--- src/rtl/buffer_tra_canakari.sv ---
// Transmit frame queue toward the CANakari controller: small FIFO of CAN frames,
// presented one at a time over tx_req/tx_ack with fixed back-off retry on error.

module buffer_tra_canakari_slot #(
  parameter int W = 79
) (
  input  logic         clk,
  input  logic         we,
  input  logic [W-1:0] d,
  output logic [W-1:0] q
);
  // Storage is deliberately not reset; only pointers/count define validity.
  always_ff @(posedge clk) begin
    if (we) q <= d;
  end
endmodule

module buffer_tra_canakari #(
  parameter int DEPTH       = 4,
  parameter int MAX_RETRY   = 3,
  parameter int BACKOFF_CYC = 16
) (
  input  logic                       clk,
  input  logic                       rst,
  input  logic                       wr_en,
  input  logic [10:0]                wr_id,
  input  logic [3:0]                 wr_dlc,
  input  logic [63:0]                wr_data,
  output logic                       full,
  output logic                       empty,
  output logic [$clog2(DEPTH):0]     count,
  output logic                       overflow,
  output logic                       tx_req,
  output logic [10:0]                tx_id,
  output logic [3:0]                 tx_dlc,
  output logic [63:0]                tx_data,
  input  logic                       tx_ack,
  input  logic                       tx_err,
  output logic                       drop
);
  localparam int AW = $clog2(DEPTH);
  localparam int CW = AW + 1;
  localparam int RW = (MAX_RETRY < 1) ? 1 : $clog2(MAX_RETRY + 1);
  localparam int BW = $clog2(BACKOFF_CYC + 1);

  typedef struct packed {
    logic [10:0] id;
    logic [3:0]  dlc;
    logic [63:0] data;
  } frame_t;
  localparam int FW = $bits(frame_t);

  typedef enum logic [1:0] {IDLE, SEND, BACKOFF} state_t;

  state_t                  state, state_nx;
  logic [AW-1:0]           wr_ptr, rd_ptr;
  logic [CW-1:0]           cnt;
  logic [RW-1:0]           retry, retry_nx;
  logic [BW-1:0]           bo_cnt, bo_nx;
  logic                    push, pop, load, req_nx, drop_nx;
  frame_t                  wr_frame, head;
  logic [DEPTH-1:0][FW-1:0] slot_q;
  logic [DEPTH-1:0]        slot_we;

  assign full     = (cnt == CW'(DEPTH));
  assign empty    = (cnt == '0);
  assign count    = cnt;
  assign push     = wr_en && !full;
  assign wr_frame = '{id: wr_id, dlc: wr_dlc, data: wr_data};
  assign head     = frame_t'(slot_q[rd_ptr]);

  for (genvar i = 0; i < DEPTH; i++) begin : g_slot
    assign slot_we[i] = push && (wr_ptr == AW'(i));
    buffer_tra_canakari_slot #(.W(FW)) u_slot (
      .clk (clk),
      .we  (slot_we[i]),
      .d   (wr_frame),
      .q   (slot_q[i])
    );
  end

  always_ff @(posedge clk) begin
    if (!rst) state <= IDLE;
    else      state <= state_nx;
  end

  // Next-state plus the pop/load/drop decisions; ack wins over err.
  always_comb begin
    state_nx = state;
    req_nx   = tx_req;
    retry_nx = retry;
    bo_nx    = bo_cnt;
    pop      = 1'b0;
    load     = 1'b0;
    drop_nx  = 1'b0;
    case (state)
      IDLE: begin
        if (!empty) begin
          load     = 1'b1;
          req_nx   = 1'b1;
          state_nx = SEND;
        end
      end
      SEND: begin
        if (tx_ack) begin
          pop      = 1'b1;
          retry_nx = '0;
          req_nx   = 1'b0;
          state_nx = IDLE;
        end else if (tx_err) begin
          req_nx = 1'b0;
          if (retry < RW'(MAX_RETRY)) begin
            retry_nx = retry + 1'b1;
            bo_nx    = BW'(BACKOFF_CYC - 1);
            state_nx = BACKOFF;
          end else begin
            pop      = 1'b1;
            drop_nx  = 1'b1;
            retry_nx = '0;
            state_nx = IDLE;
          end
        end
      end
      BACKOFF: begin
        if (bo_cnt == '0) begin
          req_nx   = 1'b1;
          state_nx = SEND;
        end else begin
          bo_nx = bo_cnt - 1'b1;
        end
      end
      default: state_nx = IDLE;
    endcase
  end

  always_ff @(posedge clk) begin
    if (!rst) begin
      wr_ptr   <= '0;
      rd_ptr   <= '0;
      cnt      <= '0;
      retry    <= '0;
      bo_cnt   <= '0;
      overflow <= 1'b0;
      drop     <= 1'b0;
      tx_req   <= 1'b0;
      tx_id    <= '0;
      tx_dlc   <= '0;
      tx_data  <= '0;
    end else begin
      if (push) wr_ptr <= wr_ptr + 1'b1;
      if (pop)  rd_ptr <= rd_ptr + 1'b1;
      cnt      <= cnt + CW'(push) - CW'(pop);
      retry    <= retry_nx;
      bo_cnt   <= bo_nx;
      overflow <= wr_en && full;
      drop     <= drop_nx;
      tx_req   <= req_nx;
      // Fields only change on a fresh load, so they hold through SEND and BACKOFF.
      if (load) begin
        tx_id   <= head.id;
        tx_dlc  <= head.dlc;
        tx_data <= head.data;
      end
    end
  end
endmodule

--- config.mk ---
export PLATFORM = sky130hd
export DESIGN_NAME = buffer_tra_canakari
export DESIGN_NICKNAME = d
export VERILOG_FILES = /design/src/rtl/buffer_tra_canakari.sv
export SDC_FILE = /design/constraint.sdc
export NUM_CORES = 1
export LEC_CHECK = 0
export BUFFER_PORTS_ARGS = -buffer_cell sky130_fd_sc_hd__buf_2
export CAP_MARGIN = 10
export CELL_PAD_IN_SITES_DETAIL_PLACEMENT = 2
export CELL_PAD_IN_SITES_GLOBAL_PLACEMENT = 2
export CORE_ASPECT_RATIO = 0.5
export CORE_MARGIN = 1
export CORE_UTILIZATION = 46
export DETAILED_ROUTE_END_ITERATION = 10
export GPL_TIMING_DRIVEN = 0
export MAX_ROUTING_LAYER = met4
export PLACE_DENSITY_LB_ADDON = 0.05
export SYNTH_ARGS = -nofsm -noshare
export SYNTH_HDL_FRONTEND = slang
export SYNTH_HIERARCHICAL = 1
export SYNTH_SLANG_ARGS = --single-unit
--- constraint.sdc ---
create_clock -name clk -period 8.5 [get_ports clk]
set_input_delay 1.275 -clock clk [delete_from_list [all_inputs] [get_ports clk]]
set_output_delay 1.275 -clock clk [all_outputs]
set_load 0.01 [all_outputs]
* Word-level counts from Yosys, hierarchy flattened *
Cells that the tools add are included.

word-level totals
  output and inout bits = 87
  flip-flop bits (word level) = 414
  input port bits = 84
  logic and storage cells = 85

operators by class
  magnitude comparators = 2
  add/sub/neg operators = 6
  eq/ne operators = 13
  bitwise gates (word level) = 2
  reductions and logical operators = 19
  multiplexer cells = 27

operator list
  operator                                             number
  binary-select mux 79 bit (select 2 bit)              1
  2-to-1 mux 79 bit                                    1
  2-to-1 mux 5 bit                                     4
  2-to-1 mux 2 bit                                     8
  != test 2 bit (second input constant)                6
  2-to-1 mux 1 bit                                     10
  case mux 5 bit (2 select lines)                      1
  adder 2 x 1 -> 2 bit (second input constant)         3
  == test 2 bit (second input constant)                3
  logical AND 1 bit                                    6
  case mux 2 bit (3 select lines)                      1
  zero test 5 bit                                      1
  AND reduction 5 bit                                  1
  subtractor 5 x 1 -> 5 bit (second input constant)    1
  == test 2 x 1 -> 1 bit (second input constant)       2
  zero test 2 bit                                      2
  AND reduction 4 bit                                  1
  nonzero test 2 bit                                   2
  adder 3 x 1 -> 3 bit                                 1
  == test 3 bit (second input constant)                1
  zero test 3 bit                                      1
  < comparator 2 x 3 -> 1 bit (second input constant)  1
  != test 3 bit (second input constant)                1
  case mux 1 bit (3 select lines)                      1
  other kinds (8)                                      9

* Longest topological paths before layout *
  word-level depth = 6
  gate-level depth with buffers = 12

* Modules after synthesis *
Netlist, hierarchy kept.

modules (own cells, without submodules)
  module                    cells an instance  seq. area each (µm²)  area an instance (µm²)  instances
  buffer_tra_canakari_slot  79                 2372.3                2372.3                  4
  buffer_tra_canakari       544                1961.9                5729.2                  1

* Worst setup path before layout *
No wires, ideal clock.

  kind = input-to-reg
  start point = input wr_en
  end point = register g_slot[0].u_slot.q[0], enable pin
  data required time = 8.054 ns
  setup slack = 4.560 ns
  stages on the path = 3
  setup time = 0.446 ns
  arrival time = 3.494 ns
  cells stage by stage = nor2b_1 -> clkbuf_1 -> and2_1

on the way
  cells in the longest elaborated chain, start to end = 2

ends and longest elaborated chain
  item                  line  text
  from (decl)           25    input logic wr_en,
  logical AND 1 bit     68    assign push = wr_en && !full;
  logical AND 1 bit     73    assign slot_we[i] = push && (wr_ptr == AW'(i));
  net slot_we[0]        63    logic [DEPTH-1:0] slot_we;
  to (signal assigned)  14    if (we) q <= d;
  to (decl)             10    output logic [W-1:0] q

The timed path passes the listed nets, and every way through them passes these cells.
A chain may end at the register's enable or synchronous reset.

* Worst setup path in the final report *
  start point = input wr_en
  end point = register cnt[2], in the netlist count[2]

on the way
  cells in the longest elaborated chain, start to end = 3

ends and longest elaborated chain
  item                       line  text
  logical AND 1 bit          68
  adder 3 x 1 -> 3 bit       152   cnt <= cnt + CW'(push) - CW'(pop);
  subtractor 3 x 1 -> 3 bit  152
  to (signal assigned)       152
  to (decl)                  57    logic [CW-1:0] cnt;

Every way passes these cells.

==> results_dict.tcl <==
set metrics [dict create \
    status "finished, final reports clean" \
    path_max_fanout 7 \
    crit_family "adder cells" \
    hp-class "reg2reg" \
    grt.total_usage_pct 24.3 \
    worstReg2RegEnd "count[2]" \
    path_cells "buf_2 -> nor2b_1 -> clkbuf_1 -> inv_1 -> ha_1 -> inv_1 -> ha_1 -> inv_1 -> fa_1 -> xnor2_1 -> xnor2_1 -> and2_1" \
    min_to "bo_cnt[4]" \
    dr.pass1.iters 4 \
    yosys_register_bits 414 \
    antenna_found_initial 5 \
    yosysWarnings 6 \
    finalWeightedCongestion 0.707 \
    h-tree-depth 2 \
    min-delay-start "bo_cnt[4]" \
    yosysSeqAreaShare_pct 75.2 \
    critPathMaxStageDelay_ps 370 \
    drt_iter0_drc 518 \
    ir_worst_vdd_mv 0.220 \
    wl_met2_um 20700 \
    syn_inst 860 \
    placed_area_um2 16700 \
    cts_tree "done" \
    numPortBuffers 169 \
    start_util_pct 47.4 \
    reg2reg_depth 12 \
    cp-start-kind "primary input" \
    final_area_um2 18000 \
    die-area_um2 33900 \
    route.met3.wl_um 1540 \
    grt_pass1_vias 9392 \
    routed_wl_um 38900 \
    finalSetupTns_ps 0 \
    crit_top_cell "inv_1" \
    fmax_mhz 349 \
    insertion_delay_ps 540 \
    vias_per_cell 5.42 \
    rsz0062_at_grt "no" \
    critPathKind "in2reg" \
    async_flop_share_pct 0 \
    syn_area_um2 15200 \
    core_um2 32100 \
    areaGrowthSynthToFinish_pct 18.1 \
    cellPowerDensity_nw_per_um2 327 \
    final_antenna_net_count 0 \
    skew_ps 25.2 \
    drive_gt1_share_pct 30.7 \
    wl_per_cell_um 25.3 \
    synth_fp_nets 953 \
    rrSetupSlack_ps 5830 \
    hold_viol_final 0 \
    crit_buf_inv 5 \
    hold_depth 2 \
    finalMaxSlewViolations 0 \
    grt_pass1_wl_um 58300 \
    avgSynthCellArea_um2 17.7 \
    postCtsSetupRepairBufs 0 \
    ctsHoldBuffers 0 \
    cts_buffers 38 \
    cp-end-kind "flop" \
    slowest_stage "clkbuf_1" \
    final.period_utilization_pct 33.7 \
    p_leak_nw 6.32 \
    drc 0 \
    vias 8342 \
    met1Wirelength_um 16100 \
    slew_headroom_pct 36.4 \
    synth_cell_types 39 \
    synth_edf_count 316 \
    nets 1166 \
    post_cts_resized 0 \
    post-route-min-period_ps 2870 \
    max-cap-violations 0 \
    dieWidth_um 259 \
    grt-ovfl-total 0 \
    hpwl_um 24000 \
    tightest_slew_ps 948 \
    fin_util_pct 56.0 \
    rows 46 \
    grt_start_max_net_pins 53 \
    die_height_um 131 \
    worstPathArrival_ps 3290 \
    numClockSinks 414 \
    ys.flop_type "edfxtp_1" \
    cts.path.max_buffers 3 \
    path_clk_slew_ps 70 \
    r2r_start "count[1]" \
    ios 171 \
    cts-root-buf "clkbuf_16" \
    setup_violations 0 \
    highest_layer "met4" \
    cp_data_required_time_ps 8920 \
]
stage by stage:
stage / hold slack (ps) / setup WS (ps) / total power [mW] / cells
after global placement: 421 / 2660 / 4.11 / 1461
after detailed placement: 451 / 5080 / 4.21 / 1465
after global routing: 479 / 5460 / 6.17 / 1538
after floorplan: 407 / 4560 / 3.55 / 860
final: 460 / 5630 / 5.88 / 1538
after CTS: 464 / 5620 / 5.98 / 1533
routing by layer:
| metal | track usage, % | vias up |
|---|---|---|
| met5 | - | - |
| met1 | 29.6 | 4433 |
| li1 | - | 3704 |
| met4 | 5.40 | 0 |
| met3 | 4.11 | 48 |
| met2 | 43.2 | 157 |
worst register-to-register path, stage by stage, from the launching register on:
cell	delay, ps
dfxtp_1	500
nor3b_1	140
nor2b_1	140
clkbuf_1	370
inv_1	90
ha_1	300
inv_1	50
ha_1	130
inv_1	50
fa_1	370
xnor2_1	150
xnor2_1	130
and2_1	160
sequential cells by signal, summed over array words and instances (netlist names), 3 cells and up:
name / flops
bo_cnt: 5
count: 3
g_slot.u_slot/q: 316
tx_data: 64
tx_dlc: 4
tx_id: 11
cell type report:
| cell class | instances | area, µm² |
|---|---|---|
| antenna | 5 | 12.5 |
| tap | 432 | 541 |
| clock buffer | 50 | 1060 |
| timing repair buffer | 173 | 956 |
| fill | 2803 | 14100 |
| sequential | 414 | 11500 |
| clock inverter | 18 | 178 |
| buffer | 47 | 208 |
| inverter | 7 | 26.3 |
| multi-input combinational | 392 | 3540 |
logic make-up (layout without fill, tap and decap cells):
kind of cell | count (synthesis) | after routing | share of synthesized area [%]
DFF | 414 | 414 | 75.2
and+or+nand+nor | 205 | 205 | 5.69
AOI/OAI and AO/OA | 93 | 93 | 4.69
muxes | 80 | 80 | 11.8
buffers and inverters | 54 | 295 | 1.54
adders and majority gates | 9 | 9 | 0.789
xor gates and xnor gates | 5 | 5 | 0.288
other | 0 | 5 | 0
cell usage after synthesis (all sizes together), types with 2 or more instances:
cell	number	area, µm²
nor3b	2	15.0
nor3	4	30.0
and2	11	71.3
edfxtp	316	9490
nand3	2	10.0
a32oi	2	17.5
buf	22	114
xnor2	3	26.3
xor2	2	17.5
nor2	8	30.0
o21a	2	22.5
o2111a	2	22.5
dfxtp	98	1960
clkbuf	25	93.8
a21boi	79	593
nor2b	6	37.5
mux4	79	1780
a21oi	3	15.0
nand2b	2	12.5
nand2	165	619
o211a	2	20.0
inv	7	26.3
ha	8	100
power by group:
group | switching, mW | internal (mW)
Sequential | 0.172 | 2.54
Clock | 0.760 | 0.973
Combinational | 0.913 | 0.530
cell usage in the layout, fill, tap and decap left out, types with 2 or more instances in the layout:
| cell type | Yosys | routed |
|---|---|---|
| o211a_1 | 2 | 2 |
| and2_4 | 1 | 5 |
| nor3b_1 | 2 | 2 |
| clkbuf_8 | 0 | 4 |
| bufinv_16 | 0 | 3 |
| nand3_1 | 2 | 2 |
| clkinv_1 | 0 | 4 |
| a21boi_1 | 14 | 14 |
| edfxtp_1 | 316 | 316 |
| nor3_2 | 2 | 2 |
| clkbuf_1 | 25 | 32 |
| clkbuf_16 | 0 | 39 |
| clkinv_2 | 0 | 8 |
| xor2_1 | 2 | 2 |
| xnor2_1 | 3 | 3 |
| buf_16 | 0 | 4 |
| nor3_1 | 2 | 2 |
| o2111a_1 | 2 | 2 |
| diode_2 | 0 | 5 |
| inv_1 | 7 | 7 |
| nand2b_1 | 2 | 2 |
| a21oi_1 | 3 | 3 |
| dfxtp_1 | 98 | 98 |
| buf_4 | 2 | 2 |
| and2_1 | 10 | 6 |
| nand2_1 | 165 | 165 |
| ha_1 | 8 | 8 |
| mux4_2 | 79 | 79 |
| nor2_1 | 8 | 8 |
| a21boi_0 | 65 | 65 |
| nor2b_1 | 6 | 6 |
| a32oi_1 | 2 | 2 |
| buf_2 | 19 | 188 |
worst max-delay path by stage:
stage	end	cells past startpoint	from	slack (ps)
after floorplan	g_slot[0].u_slot/q[0]	3	wr_en	4560
after global placement	g_slot[3].u_slot/q[23]	4	wr_en	2660
after detailed placement	count[2]	12	wr_en	5080
after CTS	count[2]	12	wr_en	5620
after global routing	count[2]	12	wr_en	5460
final	count[2]	12	wr_en	5630
(Power assumes the default switching activity.)
